==> config.mk <==
export PLATFORM = sky130hd
export DESIGN_NAME = psc_trigger_scheduler
export DESIGN_NICKNAME = d
export VERILOG_FILES = /design/src/rtl/psc_trigger_scheduler.sv
export SDC_FILE = /design/constraint.sdc
export NUM_CORES = 1
export LEC_CHECK = 0
export CORE_MARGIN = 1.5
export CORE_UTILIZATION = 50
export DETAILED_ROUTE_END_ITERATION = 16
export PLACE_DENSITY = 0.73
export SYNTH_ARGS = -nofsm -noshare
export SYNTH_HDL_FRONTEND = slang
export SYNTH_SLANG_ARGS = --single-unit
==> constraint.sdc <==
create_clock -name i_clk -period 2.8 [get_ports i_clk]
set_clock_uncertainty 0.2 [all_clocks]
set_input_delay 0.56 -clock i_clk [delete_from_list [all_inputs] [get_ports i_clk]]
set_output_delay 0.56 -clock i_clk [all_outputs]
set_load 0.01 [all_outputs]
==> src/rtl/psc_trigger_scheduler.sv <==
// ---------------------------------------------------------------------------
// psc_trigger_scheduler
//
// Purpose: arbitrates trigger requests from N_REQ requesters round-robin,
// waits a programmable number of whole TX frames after granting, then emits a
// single-cycle trigger pulse aligned to a frame start. After the pulse, the
// grant is held for two frame ends before the scheduler returns to idle.
//
// Ports:
//   i_clk           - single clock, rising edge
//   i_reset         - synchronous active-high reset
//   i_enable        - scheduler enable (frame counter keeps running)
//   i_req           - per-requester trigger request, sampled every cycle
//   i_delay         - whole frames to wait after grant, sampled in GRANT
//   o_trigger_pulse - one-cycle trigger to the downstream trigger FSM
//   o_grant         - one-hot ID of the requester in service, else zero
//   o_frame_cnt     - free-running slot counter 0..FRAME_LEN-1
//   o_busy          - high whenever the scheduler is not idle
//   o_drop_count    - saturating count of cycles with duplicate requests
// ---------------------------------------------------------------------------
module psc_trigger_scheduler #(
  parameter int N_REQ     = 4,
  parameter int FRAME_LEN = 10,
  parameter int DELAY_W   = 8
) (
  input  logic               i_clk,
  input  logic               i_reset,
  input  logic               i_enable,
  input  logic [N_REQ-1:0]   i_req,
  input  logic [DELAY_W-1:0] i_delay,
  output logic               o_trigger_pulse,
  output logic [N_REQ-1:0]   o_grant,
  output logic [3:0]         o_frame_cnt,
  output logic               o_busy,
  output logic [7:0]         o_drop_count
);

  localparam int IDX_W = (N_REQ > 1) ? $clog2(N_REQ) : 1;

  localparam logic [2:0] S_IDLE  = 3'd0;
  localparam logic [2:0] S_GRANT = 3'd1;
  localparam logic [2:0] S_WAIT  = 3'd2;
  localparam logic [2:0] S_FIRE  = 3'd3;
  localparam logic [2:0] S_HOLD  = 3'd4;

  localparam logic [3:0]       FE_VAL   = 4'(FRAME_LEN - 1);
  localparam logic [IDX_W-1:0] LAST_RST = IDX_W'(N_REQ - 1);

  logic [2:0]         r_state;
  logic [3:0]         r_frame_cnt;
  logic [N_REQ-1:0]   r_pending;
  logic [IDX_W-1:0]   r_last;
  logic [DELAY_W-1:0] r_dcnt;
  logic               r_fe_seen;
  logic [N_REQ-1:0]   r_grant;
  logic               r_trigger;
  logic               r_busy;
  logic [7:0]         r_drop_count;

  logic               w_fe;
  logic [2:0]         w_state_nxt;
  logic               w_win_valid;
  logic [IDX_W-1:0]   w_win_idx;
  logic [IDX_W-1:0]   w_probe;
  logic [N_REQ-1:0]   w_win_onehot;
  logic [N_REQ-1:0]   w_clear;
  logic [N_REQ-1:0]   w_drop_vec;

  assign w_fe       = (r_frame_cnt == FE_VAL);
  // A request is a duplicate when that requester is already queued or in service.
  assign w_drop_vec = i_req & (r_pending | r_grant);
  assign w_clear    = ((r_state == S_GRANT) && w_win_valid) ? w_win_onehot : {N_REQ{1'b0}};

  // Round-robin pick: first pending requester at or after (last+1), wrapping.
  always_comb begin
    w_win_valid  = 1'b0;
    w_win_idx    = r_last;
    w_probe      = r_last;
    w_win_onehot = {N_REQ{1'b0}};
    for (int k = 1; k <= N_REQ; k++) begin
      w_probe = IDX_W'((int'(r_last) + k) % N_REQ);
      if (!w_win_valid && r_pending[w_probe]) begin
        w_win_valid = 1'b1;
        w_win_idx   = w_probe;
      end else begin
        w_win_idx   = w_win_idx;
      end
    end
    if (w_win_valid) begin
      w_win_onehot = N_REQ'(1'b1) << w_win_idx;
    end else begin
      w_win_onehot = {N_REQ{1'b0}};
    end
  end

  // Next-state decode; dropping enable aborts any service back to idle.
  always_comb begin
    w_state_nxt = r_state;
    case (r_state)
      S_IDLE: begin
        if (i_enable && (r_pending != {N_REQ{1'b0}})) w_state_nxt = S_GRANT;
        else                                           w_state_nxt = S_IDLE;
      end
      S_GRANT: begin
        if (i_enable && w_win_valid) w_state_nxt = S_WAIT;
        else                         w_state_nxt = S_IDLE;
      end
      S_WAIT: begin
        if (!i_enable)                                   w_state_nxt = S_IDLE;
        else if (w_fe && (r_dcnt == {DELAY_W{1'b0}}))    w_state_nxt = S_FIRE;
        else                                             w_state_nxt = S_WAIT;
      end
      S_FIRE: begin
        if (!i_enable) w_state_nxt = S_IDLE;
        else           w_state_nxt = S_HOLD;
      end
      S_HOLD: begin
        // The FIRE cycle sits at frame 0, so the second frame end is one
        // cycle short of two full frames later.
        if (!i_enable)             w_state_nxt = S_IDLE;
        else if (w_fe && r_fe_seen) w_state_nxt = S_IDLE;
        else                        w_state_nxt = S_HOLD;
      end
      default: w_state_nxt = S_IDLE;
    endcase
  end

  // Free-running frame slot counter, independent of enable.
  always_ff @(posedge i_clk) begin
    if (i_reset)   r_frame_cnt <= 4'd0;
    else if (w_fe) r_frame_cnt <= 4'd0;
    else           r_frame_cnt <= r_frame_cnt + 4'd1;
  end

  // Pending request bits (a new request beats a same-cycle grant clear) and
  // the saturating duplicate counter, which counts at most one per cycle.
  always_ff @(posedge i_clk) begin
    if (i_reset) begin
      r_pending    <= {N_REQ{1'b0}};
      r_drop_count <= 8'd0;
    end else begin
      r_pending <= i_req | (r_pending & ~w_clear);
      if ((w_drop_vec != {N_REQ{1'b0}}) && (r_drop_count != 8'hFF)) begin
        r_drop_count <= r_drop_count + 8'd1;
      end else begin
        r_drop_count <= r_drop_count;
      end
    end
  end

  // State register, arbitration history, frame delay counter and registered outputs.
  always_ff @(posedge i_clk) begin
    if (i_reset) begin
      r_state   <= S_IDLE;
      r_last    <= LAST_RST;
      r_dcnt    <= {DELAY_W{1'b0}};
      r_fe_seen <= 1'b0;
      r_grant   <= {N_REQ{1'b0}};
      r_trigger <= 1'b0;
      r_busy    <= 1'b0;
    end else begin
      r_state   <= w_state_nxt;
      r_trigger <= (w_state_nxt == S_FIRE);
      r_busy    <= (w_state_nxt != S_IDLE);

      // The winner is committed even if enable drops during GRANT.
      if ((r_state == S_GRANT) && w_win_valid) r_last <= w_win_idx;

      // Decrement only above zero so a maximal delay cannot wrap.
      if (r_state == S_GRANT) begin
        r_dcnt <= i_delay;
      end else if ((r_state == S_WAIT) && w_fe && (r_dcnt != {DELAY_W{1'b0}})) begin
        r_dcnt <= r_dcnt - DELAY_W'(1);
      end

      if (r_state == S_FIRE)                r_fe_seen <= 1'b0;
      else if ((r_state == S_HOLD) && w_fe) r_fe_seen <= 1'b1;

      if (w_state_nxt == S_IDLE)    r_grant <= {N_REQ{1'b0}};
      else if (r_state == S_GRANT)  r_grant <= w_win_onehot;
    end
  end

  assign o_trigger_pulse = r_trigger;
  assign o_grant         = r_grant;
  assign o_frame_cnt     = r_frame_cnt;
  assign o_busy          = r_busy;
  assign o_drop_count    = r_drop_count;

endmodule

==> qor.csv <==
stage;metric;value;unit
outcome;status;finished clean;
power_and_ir_drop;leakagePower;0.8225;nW
power_and_ir_drop;report.power.total;1.074;mW
global_route;globalRouteOverflowTotal;0;
setup_path;start_kind;register;
clocking;cts_resized;0;
global_route;grt_util_met1;0.2448;
synthesis;post_synth.cell_area_avg;8.696;um^2
die;die_h;62.28;um
die;io_pins;33;
setup_path;required;2.86;ns
clocking;cts.path.max_buffers;2;
route;viasPerCell;5.669;
power_and_ir_drop;peakVddDrop;329.6;uV
die;start_util;0.5223;
synthesis;yosys-top-cells-area;dfxtp_1 41%, xor2_1 5.5%, nor2_1 4.5%;
synthesis;netlist_area;0.001757;mm^2
clocking;clk_pin_slew;0.10;ns
clocking;postCtsHoldBufs;0;
global_route;grt_first_pass_wirelength;6.389;mm
layout;diodes;0;
setup_path;crit_path_end_kind;register;
timing;relSlewSlack;0.6272;
clocking;worstSkewPairLatency;0.33;ns
synthesis;syn_nets;222;
timing;fin_crit_sh;0.8246;
route;wl_per_cell;13.37;um
layout;layout-drive-gt1-share;0.07563;
clocking;cts_tree;yes;
timing;rsz0062_at_grt;no;
route;first_iter_violations;101;
global_route;globalRouteMet3Util;0.05072;
synthesis;syn_inst;202;
layout;final_cell_mix;36 x dfxtp_1, 32 x clkdlybuf4s50_1, 21 x nor2_1;
clocking;cts_sinks;36;
die;coreArea;0.003363;mm^2
synthesis;yosysWarningCount;0;
job;drv_cap;0;
route;drc_errors;0;
route;routed_wl;3.798;mm
layout;final_common_cell;dfxtp_1;
die;die-area;0.003878;mm^2
route;ant_nets;0;
global_route;grt_pass1_vias;1457;
timing;fin_setup_tns;0;ns
clocking;cts_setup_buffers;0;
clocking;cts_root_buf;clkbuf_4;
layout;synthToLayoutAreaGrowth;25.00;%
route;drt-pass1-iter-count;4;
timing;finalCriticalPeriod;2.309;ns
global_route;grt_max_degree;20;
global_route;grt.total_usage;0.2035;
min_path;hold_path_class;register to register;
die;row_count;21;
global_route;busiest_layer;met2;
setup_path;worstPathArrival;2.37;ns
global_route;use_met2;0.3492;
timing;clock.fmax;433.1;MHz
synthesis;yosysTopAreaCellShare;0.4103;
placed_design;gp_congestion;0.9164;
global_route;antenna_found_initial;0;
synthesis;ys_types;42;
die;die_w;62.28;um
synthesis;ys_seq_area_frac;0.4103;
setup_path;path_class;register to register;
timing;maxSlewViolCount;0;
timing;worst_pin_slew;0.5549;ns
clocking;htreeDepth;2;
layout;final_nets;258;
layout;num-fill-cells;309;
route;vias;1610;
placed_design;io_buffers;32;
placed_design;dp.final_hpwl;2.866;mm
timing;hold_viol_final;0;
setup_path;worstPathMaxFanout;6;
clocking;cts_buffers;5;
power_and_ir_drop;powerDensity;489.0;mW/mm^2
synthesis;ys_ff_latch;36;
timing;setup_viol;0;
synthesis;yosysTopAreaCell;dfxtp_1;
==> synthesized netlist by cell type (all sizes together) <==
master and number:
a211oi 1, or4 4, mux2i 2, dfxtp 36, xnor2 3, or3b 2
and3 5, nand3 8, ha 5, o21ai 13, a22oi 3, o21a 3
a31oi 4, a21o 1, a211o 1, nor4 2, nor2 21, nor3b 3
nor2b 1, or3 1, nor3 8, o311ai 1, and4 1, and3b 1
clkbuf 5, nand4b 1, a21oi 14, nand2b 4, a31o 1, inv 6
a21boi 2, and2 1, nand3b 5, nand2 14, nand4 6, o211ai 2
xor2 11
==> layer usage <==
metal,up-vias,part of all wire
met5,-,0
met4,0,0.019
met3,8,0.058
met2,58,0.47
met1,745,0.45
li1,799,-
==> report_power, final <==
group          switching, mW  internal, mW  leakage, nW
Combinational          0.101        0.0973        0.491
Sequential            0.0339         0.540        0.294
Clock                  0.159         0.142       0.0374
Total                  0.294         0.780        0.823
==> area by class of cell <==
type | instances | area (um^2) | share of cell area
clock buffers | 7 | 65.06 | 0.02963
multi-input cells | 155 | 994.7 | 0.4530
repair buffers | 34 | 335.3 | 0.1527
inverters | 6 | 22.52 | 0.01026
well taps | 46 | 57.56 | 0.02621
flip-flops and latches | 36 | 720.7 | 0.3282
==> stage by stage <==
stage | cell area, um^2 | util | setup WS, ns | cells | hold slack (ns)
floorplan | 1757 | - | 0.7238 | 202 | 0.2462
global placement | 2131 | 0.6336 | 0.5775 | 277 | 0.2579
detailed placement | 2131 | 0.6336 | 0.5494 | 277 | 0.2661
CTS | 2196 | 0.6529 | 0.5122 | 284 | 0.2847
global route | 2196 | 0.6529 | 0.4026 | 284 | 0.3292
finish | 2196 | 0.6529 | 0.4912 | 284 | 0.2834
==> worst paths after layout <==
check	depth (start not counted)	end	start	slack, ns
worst max-delay path	6	r_dcnt[5]$_SDFFE_PP0P_	o_frame_cnt[0]$_SDFF_PP0_	0.49
worst min-delay path	2	r_fe_seen$_SDFFE_PP0P_	r_fe_seen$_SDFFE_PP0P_	0.28
worst max register to register	6	r_dcnt[5]$_SDFFE_PP0P_	o_frame_cnt[0]$_SDFF_PP0_	0.49
worst min register to register	2	r_fe_seen$_SDFFE_PP0P_	r_fe_seen$_SDFFE_PP0P_	0.28
==> sequential cells by signal, indices dropped and copies added (netlist names) <==
signal / flops
o_grant: 4
r_last: 2
r_state: 3
r_pending: 4
r_fe_seen: 1
o_busy: 1
r_dcnt: 8
o_drop_count: 8
o_trigger_pulse: 1
o_frame_cnt: 4
==> cells by family (layout without fill, tap and decap cells) <==
| group | count (synthesis) | count (layout) | synth area share |
|---|---|---|---|
| AOI/OAI and AO/OA | 46 | 46 | 0.1745 |
| buffers and inverters | 11 | 47 | 0.02350 |
| and+or+nand+nor | 88 | 88 | 0.2749 |
| adders and majority gates | 5 | 5 | 0.03561 |
| xor gates and xnor gates | 14 | 14 | 0.06980 |
| DFF | 36 | 36 | 0.4103 |
| muxes | 2 | 2 | 0.01140 |
==> worst max-delay path, stage by stage (launching register included) <==
cell and delay, ns:
dfxtp_1 0.42, ha_1 0.20, nand3b_1 0.21, nor3_2 0.40
nand2_1 0.20, or4_1 0.43, a31oi_1 0.17
(Power assumes the default switching activity.)
